File: config.mk
export PLATFORM = sky130hd
export DESIGN_NAME = ac_zone_ctrl_flat
export DESIGN_NICKNAME = d
export VERILOG_FILES = /design/src/rtl/ac_zone_ctrl_pkg.sv /design/src/rtl/ac_zone_ctrl_if.sv /design/src/rtl/ac_zone_fsm.sv /design/src/rtl/ac_zone_ctrl.sv /design/src/flat_wrapper.sv
export SDC_FILE = /design/constraint.sdc
export NUM_CORES = 1
export LEC_CHECK = 0
export CAP_MARGIN = 25
export CORE_MARGIN = 2
export CORE_UTILIZATION = 45
export DETAILED_ROUTE_END_ITERATION = 6
export GPL_ROUTABILITY_DRIVEN = 0
export PLACE_DENSITY = 0.76
export SLEW_MARGIN = 10
export SYNTH_ARGS = -nofsm -noshare
export SYNTH_HDL_FRONTEND = slang
export SYNTH_SLANG_ARGS = --single-unit
File: constraint.sdc
create_clock -name clk -period 2.4 [get_ports clk]
set_input_delay 0.48 -clock clk [delete_from_list [all_inputs] [get_ports clk]]
set_output_delay 0.48 -clock clk [all_outputs]
set_load 0.05 [all_outputs]
File: src/rtl/ac_zone_ctrl_pkg.sv
`default_nettype none
// ==================================================================
// ac_pkg : shared types, mode encodings and sensor-fault helper
// Revision: 1.0
// ==================================================================
package ac_pkg;

   typedef enum logic [1:0] {
      IDLE = 2'd0,
      HEAT = 2'd1,
      COOL = 2'd2
   } zone_state_t;

   localparam logic [1:0] MODE_OFF  = 2'b00;
   localparam logic [1:0] MODE_HEAT = 2'b01;
   localparam logic [1:0] MODE_COOL = 2'b10;
   localparam logic [1:0] MODE_AUTO = 2'b11;

   // A reading pinned at either rail means an open or shorted sensor.
   function automatic logic is_sensor_fault(input logic [31:0] t, input int unsigned w);
      logic [31:0] all_ones;
      all_ones = (32'd1 << w) - 32'd1;
      return (t == 32'd0) || (t == all_ones);
   endfunction

endpackage
`default_nettype wire

File: src/rtl/ac_zone_ctrl_if.sv
`default_nettype none
// ==================================================================
// ac_zone_ctrl_if : sensor/mode inputs and actuator outputs bundle
// Revision: 1.0
// ==================================================================
interface ac_zone_ctrl_if #(
   parameter int NZONES = 2,
   parameter int TEMP_W = 5
);
   localparam int CNT_W = $clog2(NZONES + 1);

   logic [NZONES*TEMP_W-1:0] temp;
   logic [1:0]               mode;
   logic [NZONES-1:0]        heating;
   logic [NZONES-1:0]        cooling;
   logic [NZONES-1:0]        fault;
   logic [CNT_W-1:0]         active_cnt;

   modport master (output temp, mode, input heating, cooling, fault, active_cnt);
   modport slave  (input temp, mode, output heating, cooling, fault, active_cnt);
endinterface
`default_nettype wire

File: src/rtl/ac_zone_fsm.sv
`default_nettype none
// ==================================================================
// ac_zone_fsm : one zone's thermostat, dwell counter and fault flag
// Revision: 1.0
// ==================================================================
module ac_zone_fsm
   import ac_pkg::*;
#(
   parameter int TEMP_W    = 5,
   parameter int HEAT_ON   = 18,
   parameter int COOL_ON   = 22,
   parameter int TARGET    = 20,
   parameter int MIN_DWELL = 4
) (
   input  logic              clk,
   input  logic              rst,
   input  logic [TEMP_W-1:0] temp,
   input  logic [1:0]        mode,
   output logic              heating,
   output logic              cooling,
   output logic              fault,
   output logic              busy_d
);
   localparam int                CNT_W     = (MIN_DWELL > 1) ? $clog2(MIN_DWELL) : 1;
   localparam logic [CNT_W-1:0]  DWELL_MAX = CNT_W'(MIN_DWELL - 1);
   localparam logic [TEMP_W-1:0] HEAT_ON_T = TEMP_W'(HEAT_ON);
   localparam logic [TEMP_W-1:0] COOL_ON_T = TEMP_W'(COOL_ON);
   localparam logic [TEMP_W-1:0] TARGET_T  = TEMP_W'(TARGET);

   zone_state_t      state_q, state_d;
   logic [CNT_W-1:0] cnt_q, cnt_d;
   logic             fault_q, fault_d;
   logic             heating_q, cooling_q;
   logic             dwell_ok;
   logic             heat_allowed, cool_allowed;

   assign dwell_ok     = (cnt_q == DWELL_MAX);
   assign heat_allowed = (mode == MODE_HEAT) || (mode == MODE_AUTO);
   assign cool_allowed = (mode == MODE_COOL) || (mode == MODE_AUTO);

   always_comb begin
      fault_d = fault_q | is_sensor_fault(32'(temp), TEMP_W);
      state_d = state_q;
      case (state_q)
         IDLE: begin
            if (dwell_ok) begin
               if (temp <= HEAT_ON_T && heat_allowed)
                  state_d = HEAT;
               else if (temp >= COOL_ON_T && cool_allowed)
                  state_d = COOL;
            end
         end
         HEAT: begin
            if (!heat_allowed || (dwell_ok && temp >= TARGET_T))
               state_d = IDLE;
         end
         COOL: begin
            if (!cool_allowed || (dwell_ok && temp <= TARGET_T))
               state_d = IDLE;
         end
         default: state_d = IDLE;
      endcase
      // A fault overrides everything, including the dwell hold.
      if (fault_d)
         state_d = IDLE;

      if (state_d != state_q)
         cnt_d = '0;
      else if (cnt_q == DWELL_MAX)
         cnt_d = cnt_q;
      else
         cnt_d = cnt_q + CNT_W'(1);
   end

   always_ff @(posedge clk or posedge rst) begin
      if (rst) begin
         state_q   <= IDLE;
         cnt_q     <= DWELL_MAX;
         fault_q   <= 1'b0;
         heating_q <= 1'b0;
         cooling_q <= 1'b0;
      end else begin
         state_q   <= state_d;
         cnt_q     <= cnt_d;
         fault_q   <= fault_d;
         heating_q <= (state_d == HEAT);
         cooling_q <= (state_d == COOL);
      end
   end

   assign heating = heating_q;
   assign cooling = cooling_q;
   assign fault   = fault_q;
   assign busy_d  = (state_d != IDLE);

endmodule
`default_nettype wire

File: src/rtl/ac_zone_ctrl.sv
`default_nettype none
// ==================================================================
// ac_zone_ctrl : multi-zone air-conditioning controller top level
// Revision: 1.0
// ==================================================================
module ac_zone_ctrl
   import ac_pkg::*;
#(
   parameter int NZONES    = 2,
   parameter int TEMP_W    = 5,
   parameter int HEAT_ON   = 18,
   parameter int COOL_ON   = 22,
   parameter int TARGET    = 20,
   parameter int MIN_DWELL = 4
) (
   input  logic          clk,
   input  logic          rst,
   ac_zone_ctrl_if.slave bus
);
   localparam int CNT_W = $clog2(NZONES + 1);

   generate
      if (NZONES < 1 || MIN_DWELL < 1 || !(HEAT_ON > 0 && HEAT_ON < TARGET &&
          TARGET < COOL_ON && COOL_ON < (1 << TEMP_W) - 1)) begin : g_bad_params
         $error("ac_zone_ctrl: illegal parameter set");
      end
   endgenerate

   logic [NZONES-1:0] busy_d;
   logic [CNT_W-1:0]  active_cnt_q, active_cnt_d;

   generate
      for (genvar z = 0; z < NZONES; z++) begin : g_zone
         ac_zone_fsm #(
            .TEMP_W    (TEMP_W),
            .HEAT_ON   (HEAT_ON),
            .COOL_ON   (COOL_ON),
            .TARGET    (TARGET),
            .MIN_DWELL (MIN_DWELL)
         ) u_zone (
            .clk     (clk),
            .rst     (rst),
            .temp    (bus.temp[z*TEMP_W +: TEMP_W]),
            .mode    (bus.mode),
            .heating (bus.heating[z]),
            .cooling (bus.cooling[z]),
            .fault   (bus.fault[z]),
            .busy_d  (busy_d[z])
         );
      end
   endgenerate

   // Counting next-state activity keeps active_cnt aligned with heating/cooling.
   always_comb begin
      active_cnt_d = '0;
      for (int z = 0; z < NZONES; z++)
         active_cnt_d = active_cnt_d + CNT_W'(busy_d[z]);
   end

   always_ff @(posedge clk or posedge rst) begin
      if (rst)
         active_cnt_q <= '0;
      else
         active_cnt_q <= active_cnt_d;
   end

   assign bus.active_cnt = active_cnt_q;

endmodule
`default_nettype wire

File: src/flat_wrapper.sv
// flat-port wrapper written by rule: the top's interface ports become plain ports
module ac_zone_ctrl_flat import ac_pkg::*;
#(
   parameter int NZONES    = 2,
   parameter int TEMP_W    = 5,
   parameter int HEAT_ON   = 18,
   parameter int COOL_ON   = 22,
   parameter int TARGET    = 20,
   parameter int MIN_DWELL = 4
)
  (clk, rst, bus_temp, bus_mode, bus_heating, bus_cooling, bus_fault, bus_active_cnt);
  ac_zone_ctrl_if #(.NZONES(NZONES), .TEMP_W(TEMP_W)) bus_i ();
  input  logic clk;
  input  logic rst;
  input wire logic [$bits(bus_i.temp)-1:0] bus_temp;
  input wire logic [$bits(bus_i.mode)-1:0] bus_mode;
  output wire logic [$bits(bus_i.heating)-1:0] bus_heating;
  output wire logic [$bits(bus_i.cooling)-1:0] bus_cooling;
  output wire logic [$bits(bus_i.fault)-1:0] bus_fault;
  output wire logic [$bits(bus_i.active_cnt)-1:0] bus_active_cnt;
  assign bus_i.temp = bus_temp;
  assign bus_i.mode = bus_mode;
  assign bus_heating = bus_i.heating;
  assign bus_cooling = bus_i.cooling;
  assign bus_fault = bus_i.fault;
  assign bus_active_cnt = bus_i.active_cnt;
  ac_zone_ctrl #(.NZONES(NZONES), .TEMP_W(TEMP_W), .HEAT_ON(HEAT_ON), .COOL_ON(COOL_ON), .TARGET(TARGET), .MIN_DWELL(MIN_DWELL)) u_core (.clk(clk), .rst(rst), .bus(bus_i));
endmodule
Word level (Yosys, flattened, before mapping):

Cells that the tools add are included.

* bits in registers: 16
* input bits: 14
* output and inout port bits: 8
* word-level logic and storage cells: 85

* add/sub/neg operators: 3
* order comparisons: 8
* eq/ne operators: 19
* multiplexer cells: 18
* bitwise gates (word level): 2
* reductions and logical operators: 24

Operator list (number)
* $mux W2: 16
* $ge A5 B5 Y1 const B: 4
* $le A5 B5 Y1 const B: 4
* $eq A2 B2 Y1 const B: 8
* $pmux W2 S3: 2
* $eq A2 B1 Y1 const B: 5
* $eq A5 B5 Y1 const B: 2
* $logic_not A5 Y1: 2
* $logic_and A1 B1 Y1: 8
* $logic_or A1 B1 Y1: 8
* $add A2 B1 Y2 const B: 2
* $logic_not A2 Y1: 2
* $ne A2 B1 Y1 const B: 2
* $ne A2 B2 Y1: 2
* $reduce_bool A2 Y1: 2
* $add A1 B1 Y2: 1
* $logic_not A1 Y1: 2
* $or A1 B1 Y1: 2

Depth between registers and ports, before layout:

Gate-level depths: netlist of run 1.

* word-level depth: 10
* gate-level depth with buffers: 6
* gate-level depth less buffers: 6

Hierarchy:

From an unflattened synthesis of run 1, not the netlist that was laid out.

* cell total of the unflattened synthesis: 78
* area, all modules: 894.6 um^2

By module, submodules not included
* ac_zone_fsm: instances 2, cells an instance 37, area an instance 414.1 um^2, seq. area each 177.7 um^2
* ac_zone_ctrl: instances 1, cells an instance 4, area an instance 66.3 um^2, seq. area each 50.0 um^2

Worst setup path after synthesis of run 1:

OpenSTA, ideal clock, no wires.

* path type: in2reg
* from: input port bus_temp[1]
* to: register u_core.active_cnt_q[0], in the netlist u_core.bus.active_cnt[0]
* setup time: 0.126 ns
* arrival time: 1.792 ns
* required time: 2.274 ns
* slack: 0.482 ns
* stages: 5
* buffers on the path: 0
* cell sequence: or4_1 > nor2_2 > nor4b_2 > or2_1 > ha_1

* word-level cells in the longest chain between the ends: 9
* elaborated cells between the ends (all ways): 23
* classes of those cells: 1 x add/sub; 4 x order compare; 1 x eq/ne; 7 x mux; 1 x bitwise; 9 x reduce/logical

RTL lines
* start: declaration: RTL line flat_wrapper.sv:15 `input wire logic [$bits(bus_i.temp)-1:0] bus_temp;`
* $ge A5 B5 Y1: RTL line ac_zone_fsm.sv:49 `else if (temp >= COOL_ON_T && cool_allowed)`
* $logic_and A1 B1 Y1: RTL line ac_zone_fsm.sv:49
* $mux W2: RTL line ac_zone_fsm.sv:49
* $mux W2: RTL line ac_zone_fsm.sv:47 `if (temp <= HEAT_ON_T && heat_allowed)`
* $mux W2: RTL line ac_zone_fsm.sv:46 `if (dwell_ok) begin`
* $pmux W2 S3: RTL line ac_zone_fsm.sv:44 `case (state_q)`
* $mux W2 (*): RTL line ac_zone_fsm.sv:64 `if (fault_d)`
* net u_core.g_zone[0].u_zone.state_d[0]: RTL line ac_zone_fsm.sv:30 `zone_state_t state_q, state_d;`
* $reduce_bool A2 Y1 (*): RTL line ac_zone_fsm.sv:94 `assign busy_d = (state_d != IDLE);`
* $add A1 B1 Y2 (*): RTL line ac_zone_ctrl.sv:57 `active_cnt_d = active_cnt_d + CNT_W'(busy_d[z]);`
* net u_core.active_cnt_d[0]: RTL line ac_zone_ctrl.sv:30 `logic [CNT_W-1:0] active_cnt_q, active_cnt_d;`
* end signal: assignment: RTL line ac_zone_ctrl.sv:64 `active_cnt_q <= active_cnt_d;`
* end: declaration: RTL line ac_zone_ctrl.sv:30

Mark *: on every way through the listed nets, which the timed path passes. The rest lies on a longest branch.
A chain may end at the register's enable or synchronous reset.

Final worst setup path of run 1:

Same ends and word-level chain as after synthesis.

==> report_table.html, run 1 <==
<table>
<tr><th>Metric</th><th>Value</th></tr>
<tr><th colspan="2">Clocking</th></tr>
<tr><td>Clock tree from TritonCTS</td><td>built</td></tr>
<tr><td>Clock sink count</td><td>16</td></tr>
<tr><td>Post-CTS resize count</td><td>0</td></tr>
<tr><td>Later-pin clock latency in the skew report</td><td>0.29 ns</td></tr>
<tr><td>Max H-tree Level</td><td>1</td></tr>
<tr><td>Quantity of hold-fixing buffers added after cts</td><td>0</td></tr>
<tr><td>Clock buffer count from CTS</td><td>3</td></tr>
<tr><td>Clock Tree Buf Depth</td><td>2</td></tr>
<tr><td>Cell at the root of the clock tree</td><td>sky130_fd_sc_hd__clkbuf_4</td></tr>
<tr><td>Clock transition at path regs</td><td>0.09 ns</td></tr>
<tr><td>Post-CTS repair timing setup buffer count</td><td>0</td></tr>
<tr><th colspan="2">Logic synthesis</th></tr>
<tr><td>Mux share of post-synthesis cell area</td><td>2.29%</td></tr>
<tr><td>Top cells by area in the synthesized netlist</td><td>sky130_fd_sc_hd__dfrtp_1, sky130_fd_sc_hd__dfstp_2, sky130_fd_sc_hd__buf_4</td></tr>
<tr><td>Share of the synthesized area in the top cell type</td><td>34.4%</td></tr>
<tr><td>Number of enable-type register cells in the synthesized netlist</td><td>0</td></tr>
<tr><td>Synthesized instance count</td><td>80</td></tr>
<tr><td>Cell variety after synth</td><td>35</td></tr>
<tr><td>Area share of xor/xnor cells in the synthesized design</td><td>between 6 and 7%</td></tr>
<tr><td>Most instantiated cells after synthesis</td><td>sky130_fd_sc_hd__dfrtp_1, sky130_fd_sc_hd__buf_4, sky130_fd_sc_hd__inv_1</td></tr>
<tr><td>Sequential element share of the synthesized area</td><td>46.4%</td></tr>
<tr><td>Synth Area in Adders</td><td>4.30%</td></tr>
<tr><td>Post-Syn Area</td><td>873 sq um</td></tr>
<tr><td>Count of state elements after synthesis</td><td>16</td></tr>
<tr><td>Async S/R FF share, synth</td><td>100%</td></tr>
<tr><td>Compound-cell area share of the yosys netlist</td><td>9.46%</td></tr>
<tr><td>Commonest register cell after synthesis</td><td>sky130_fd_sc_hd__dfrtp_1</td></tr>
<tr><td>Most common cell in the netlist</td><td>sky130_fd_sc_hd__dfrtp_1</td></tr>
<tr><td>Syn avg cell area</td><td>10.9 sq um</td></tr>
<tr><td>Synth warn</td><td>0</td></tr>
<tr><td>Syn Nets</td><td>97</td></tr>
<tr><td>Most area-hungry cell type in the Yosys netlist</td><td>sky130_fd_sc_hd__dfrtp_1</td></tr>
<tr><td>Post-synthesis simple-gate area fraction</td><td>23.8%</td></tr>
<tr><td>Largest family of logic cells by synthesized area</td><td>simple AND/OR/NAND/NOR gates</td></tr>
<tr><th colspan="2">Power</th></tr>
<tr><td>Register share of total power</td><td>46.1%</td></tr>
<tr><td>Fraction of power spent switching nets</td><td>29.6%</td></tr>
<tr><td>Gate power share</td><td>31.6%</td></tr>
<tr><td>Peak supply drop</td><td>0.442 mV</td></tr>
<tr><td>Switching component of the power</td><td>0.000233 W</td></tr>
<tr><td>Internal power</td><td>approximately 0.00055 W</td></tr>
<tr><td>Clock Power Share</td><td>22.3%</td></tr>
<tr><td>P_leak</td><td>0.490 nW</td></tr>
<tr><td>Power density normalized to cell area</td><td>701 mW/mm^2</td></tr>
<tr><th colspan="2">Detailed routing</th></tr>
<tr><td>Total DRC errors in the routed layout</td><td>0</td></tr>
<tr><td>Number of vias in the routed layout</td><td>646</td></tr>
<tr><td>First-pass detailed-route iteration total</td><td>4</td></tr>
<tr><td>Post-route antenna net violation count</td><td>0</td></tr>
<tr><td>Final routed wirelength across all metal layers</td><td>1520 microns</td></tr>
<tr><td>Post-detailed-route via-to-cell ratio</td><td>5.13</td></tr>
<tr><td>Routed wirelength normalized by instance count</td><td>12.1 microns</td></tr>
<tr><td>First-iteration detailed-routing DRC count</td><td>13</td></tr>
<tr><th colspan="2">Final layout</th></tr>
<tr><td>Share of cells above drive strength 1</td><td>15.8%</td></tr>
<tr><td>Diode insertion count for antenna repair</td><td>0</td></tr>
<tr><td>Final net count</td><td>119</td></tr>
<tr><td>Layout Utilization</td><td>62.9%</td></tr>
<tr><td>Count of placed standard cells in the final layout, fillers left out</td><td>126</td></tr>
<tr><td>P&amp;R area growth vs syn</td><td>28.4%</td></tr>
<tr><td>Layout fillers</td><td>152</td></tr>
<tr><th colspan="2">STA</th></tr>
<tr><td>Slew @ Worst Pin</td><td>0.564 ns</td></tr>
<tr><td>Tmin final</td><td>roughly 2.1 ns</td></tr>
<tr><td>Unrepaired setup endpoints after global routing</td><td>false</td></tr>
<tr><td>Final critical-path share of the clock period</td><td>88.1%</td></tr>
<tr><td>Final setup violation count</td><td>0</td></tr>
<tr><td>Worst relative slew slack</td><td>62.4%</td></tr>
<tr><td>Achievable Freq</td><td>0.473 GHz</td></tr>
<tr><td>Pins over their slew limit</td><td>0</td></tr>
<tr><td>Largest clock skew in the final design</td><td>0.00486 ns</td></tr>
<tr><td>Count of endpoints failing hold in the final timing report</td><td>0</td></tr>
<tr><td>Setup_tns</td><td>0 ns</td></tr>
<tr><th colspan="2">Status</th></tr>
<tr><td>Status</td><td>complete, no violations</td></tr>
<tr><th colspan="2">Global route</th></tr>
<tr><td>Initial antenna violation count</td><td>0</td></tr>
<tr><td>Remaining Overflow, GRT</td><td>0</td></tr>
<tr><td>GR Util All Layers</td><td>16.3%</td></tr>
<tr><td>Wire length of the first global-routing pass</td><td>2480 microns</td></tr>
<tr><td>Number of global-route vias before repair</td><td>610</td></tr>
<tr><td>Maximum number of pins on one net before global-route repair</td><td>17</td></tr>
<tr><th colspan="2">Critical path</th></tr>
<tr><td>Maximum fanout encountered on the critical timing path</td><td>4</td></tr>
<tr><td>Startpoint types</td><td>input pin</td></tr>
<tr><td>Critical setup path kind</td><td>in2reg</td></tr>
<tr><td>Required time of the critical path</td><td>around 2.6 ns</td></tr>
<tr><td>Critical path capture point type</td><td>register</td></tr>
<tr><td>Data arrival time of the critical path</td><td>2.29 ns</td></tr>
<tr><th colspan="2">Floorplan</th></tr>
<tr><td>Horizontal die dimension</td><td>48.1 microns</td></tr>
<tr><td>Initial core utilization</td><td>approximately 50%</td></tr>
<tr><td>Placeable core region</td><td>0.00178 sq mm</td></tr>
<tr><td>Chip Height</td><td>48.1 microns</td></tr>
<tr><td>Floorplan row count</td><td>15</td></tr>
<tr><td>Number of primary I/O pins</td><td>22</td></tr>
<tr><td>Area enclosed by the die boundary</td><td>0.00231 sq mm</td></tr>
<tr><th colspan="2">Placed design</th></tr>
<tr><td>Placed Cells</td><td>122</td></tr>
<tr><td>Number of buffers added on ports</td><td>21</td></tr>
<tr><td>Total half-perimeter wirelength after legalization and detailed placement</td><td>1260 microns</td></tr>
<tr><th colspan="2">Run</th></tr>
<tr><td>Max-cap violations</td><td>0</td></tr>
<tr><th colspan="2">Hold path</th></tr>
<tr><td>Worst Hold Class</td><td>reg2reg</td></tr>
</table>
-- registers in the layout (all words and copies together), names as in the netlist --
name,cells
u_core.g_zone.u_zone.heating,2
u_core.g_zone.u_zone.cooling,2
u_core.g_zone.u_zone.fault,2
u_core.bus.active_cnt,2
u_core.g_zone.u_zone.cnt_q,4
u_core.g_zone.u_zone.state_q,4
-- path summary, 6_finish.rpt --
kind	to	slack, ns	start	cells past startpoint
min in group asynchronous	u_core.g_zone[1].u_zone.cooling	0.53	rst	2
hold / removal	u_core.g_zone[1].u_zone.fault	0.52	u_core.g_zone[1].u_zone.fault	2
hold reg to reg	u_core.g_zone[1].u_zone.fault	0.52	u_core.g_zone[1].u_zone.fault	2
setup reg to reg	u_core.bus.active_cnt[0]	0.40	u_core.g_zone[0].u_zone.cnt_q[0]	6
setup / recovery	u_core.bus.active_cnt[0]	0.28	bus_temp[1]	6
max in group asynchronous	u_core.g_zone[1].u_zone.cnt_q[1]	1.49	rst	2
-- power groups by stage --
stage / clock [W] / sequential (W) / combinational [W]
2_1_floorplan: 0 / 0.000367 / 0.000184
3_3_place_gp: 0 / 0.000367 / 0.000241
3_5_place_dp: 0 / 0.000368 / 0.000253
4_1_cts: 0.000181 / 0.000363 / 0.000253
5_1_grt: 0.000195 / 0.000367 / 0.000281
6_report: 0.000175 / 0.000363 / 0.000248
-- cell usage in the layout, fill, tap and decap left out, types with 4 or more instances in the layout --
cell                               n
sky130_fd_sc_hd__dfrtp_1          12
sky130_fd_sc_hd__and3_1            4
sky130_fd_sc_hd__inv_1             6
sky130_fd_sc_hd__nor3_1            5
sky130_fd_sc_hd__clkdlybuf4s50_1  21
sky130_fd_sc_hd__dfstp_2           4
-- critical path, stage by stage --
cell and delay (ns):
sky130_fd_sc_hd__clkdlybuf4s50_1 0.44, sky130_fd_sc_hd__or4_1 0.55, sky130_fd_sc_hd__nor2_2 0.21, sky130_fd_sc_hd__nor4b_2 0.10, sky130_fd_sc_hd__or2_1 0.22, sky130_fd_sc_hd__ha_1 0.27
-- stage by stage --
step / total power [W] / area (sq um) / worst slack [ns] / hold slack (ns)
2_1_floorplan: 0.000550 / 873 / 0.482 / 0.391
3_3_place_gp: 0.000608 / 1080 / 0.0290 / 0.500
3_5_place_dp: 0.000621 / 1080 / -0.0261 / 0.502
4_1_cts: 0.000797 / 1120 / 0.288 / 0.522
5_1_grt: 0.000843 / 1120 / 0.202 / 0.562
6_report: 0.000786 / 1120 / 0.285 / 0.515
-- kinds of logic (layout without fill, tap and decap cells) --
kind of cell | count (synthesis) | after routing
XOR/XNOR | 6 | 6
AO/OA/AOI/OAI | 11 | 11
buffers and inverters | 12 | 33
AND/OR/NAND/NOR | 30 | 30
adder cells (fa/ha/maj) | 3 | 3
multiplexers | 2 | 2
flip-flops | 16 | 16
-- cell type report --
class	instances	area (sq um)	area share (%)
tap	25	31.3	2.79
sequential	16	405	36.2
multi-input combinational	52	400	35.7
timing repair buffer	23	225	20.1
clock buffer	4	36.3	3.24
inverter	6	22.5	2.01
-- per-layer routing --
layer	vias up	track usage (%)	part of all wire, %
li1	329	-	-
met1	301	21.8	49
met2	16	24.3	45
met3	0	7.92	5.9
met4	0	3.24	0
met5	-	0	0
No activity file was read; power rests on OpenSTA's default activity.
==> inputs of run 2 (changes only) <==
- CTS_CLUSTER_SIZE: unset -> 8
==> results of run 2 <==
No change in the layout: final DEF, timing and power equal those of run 1.
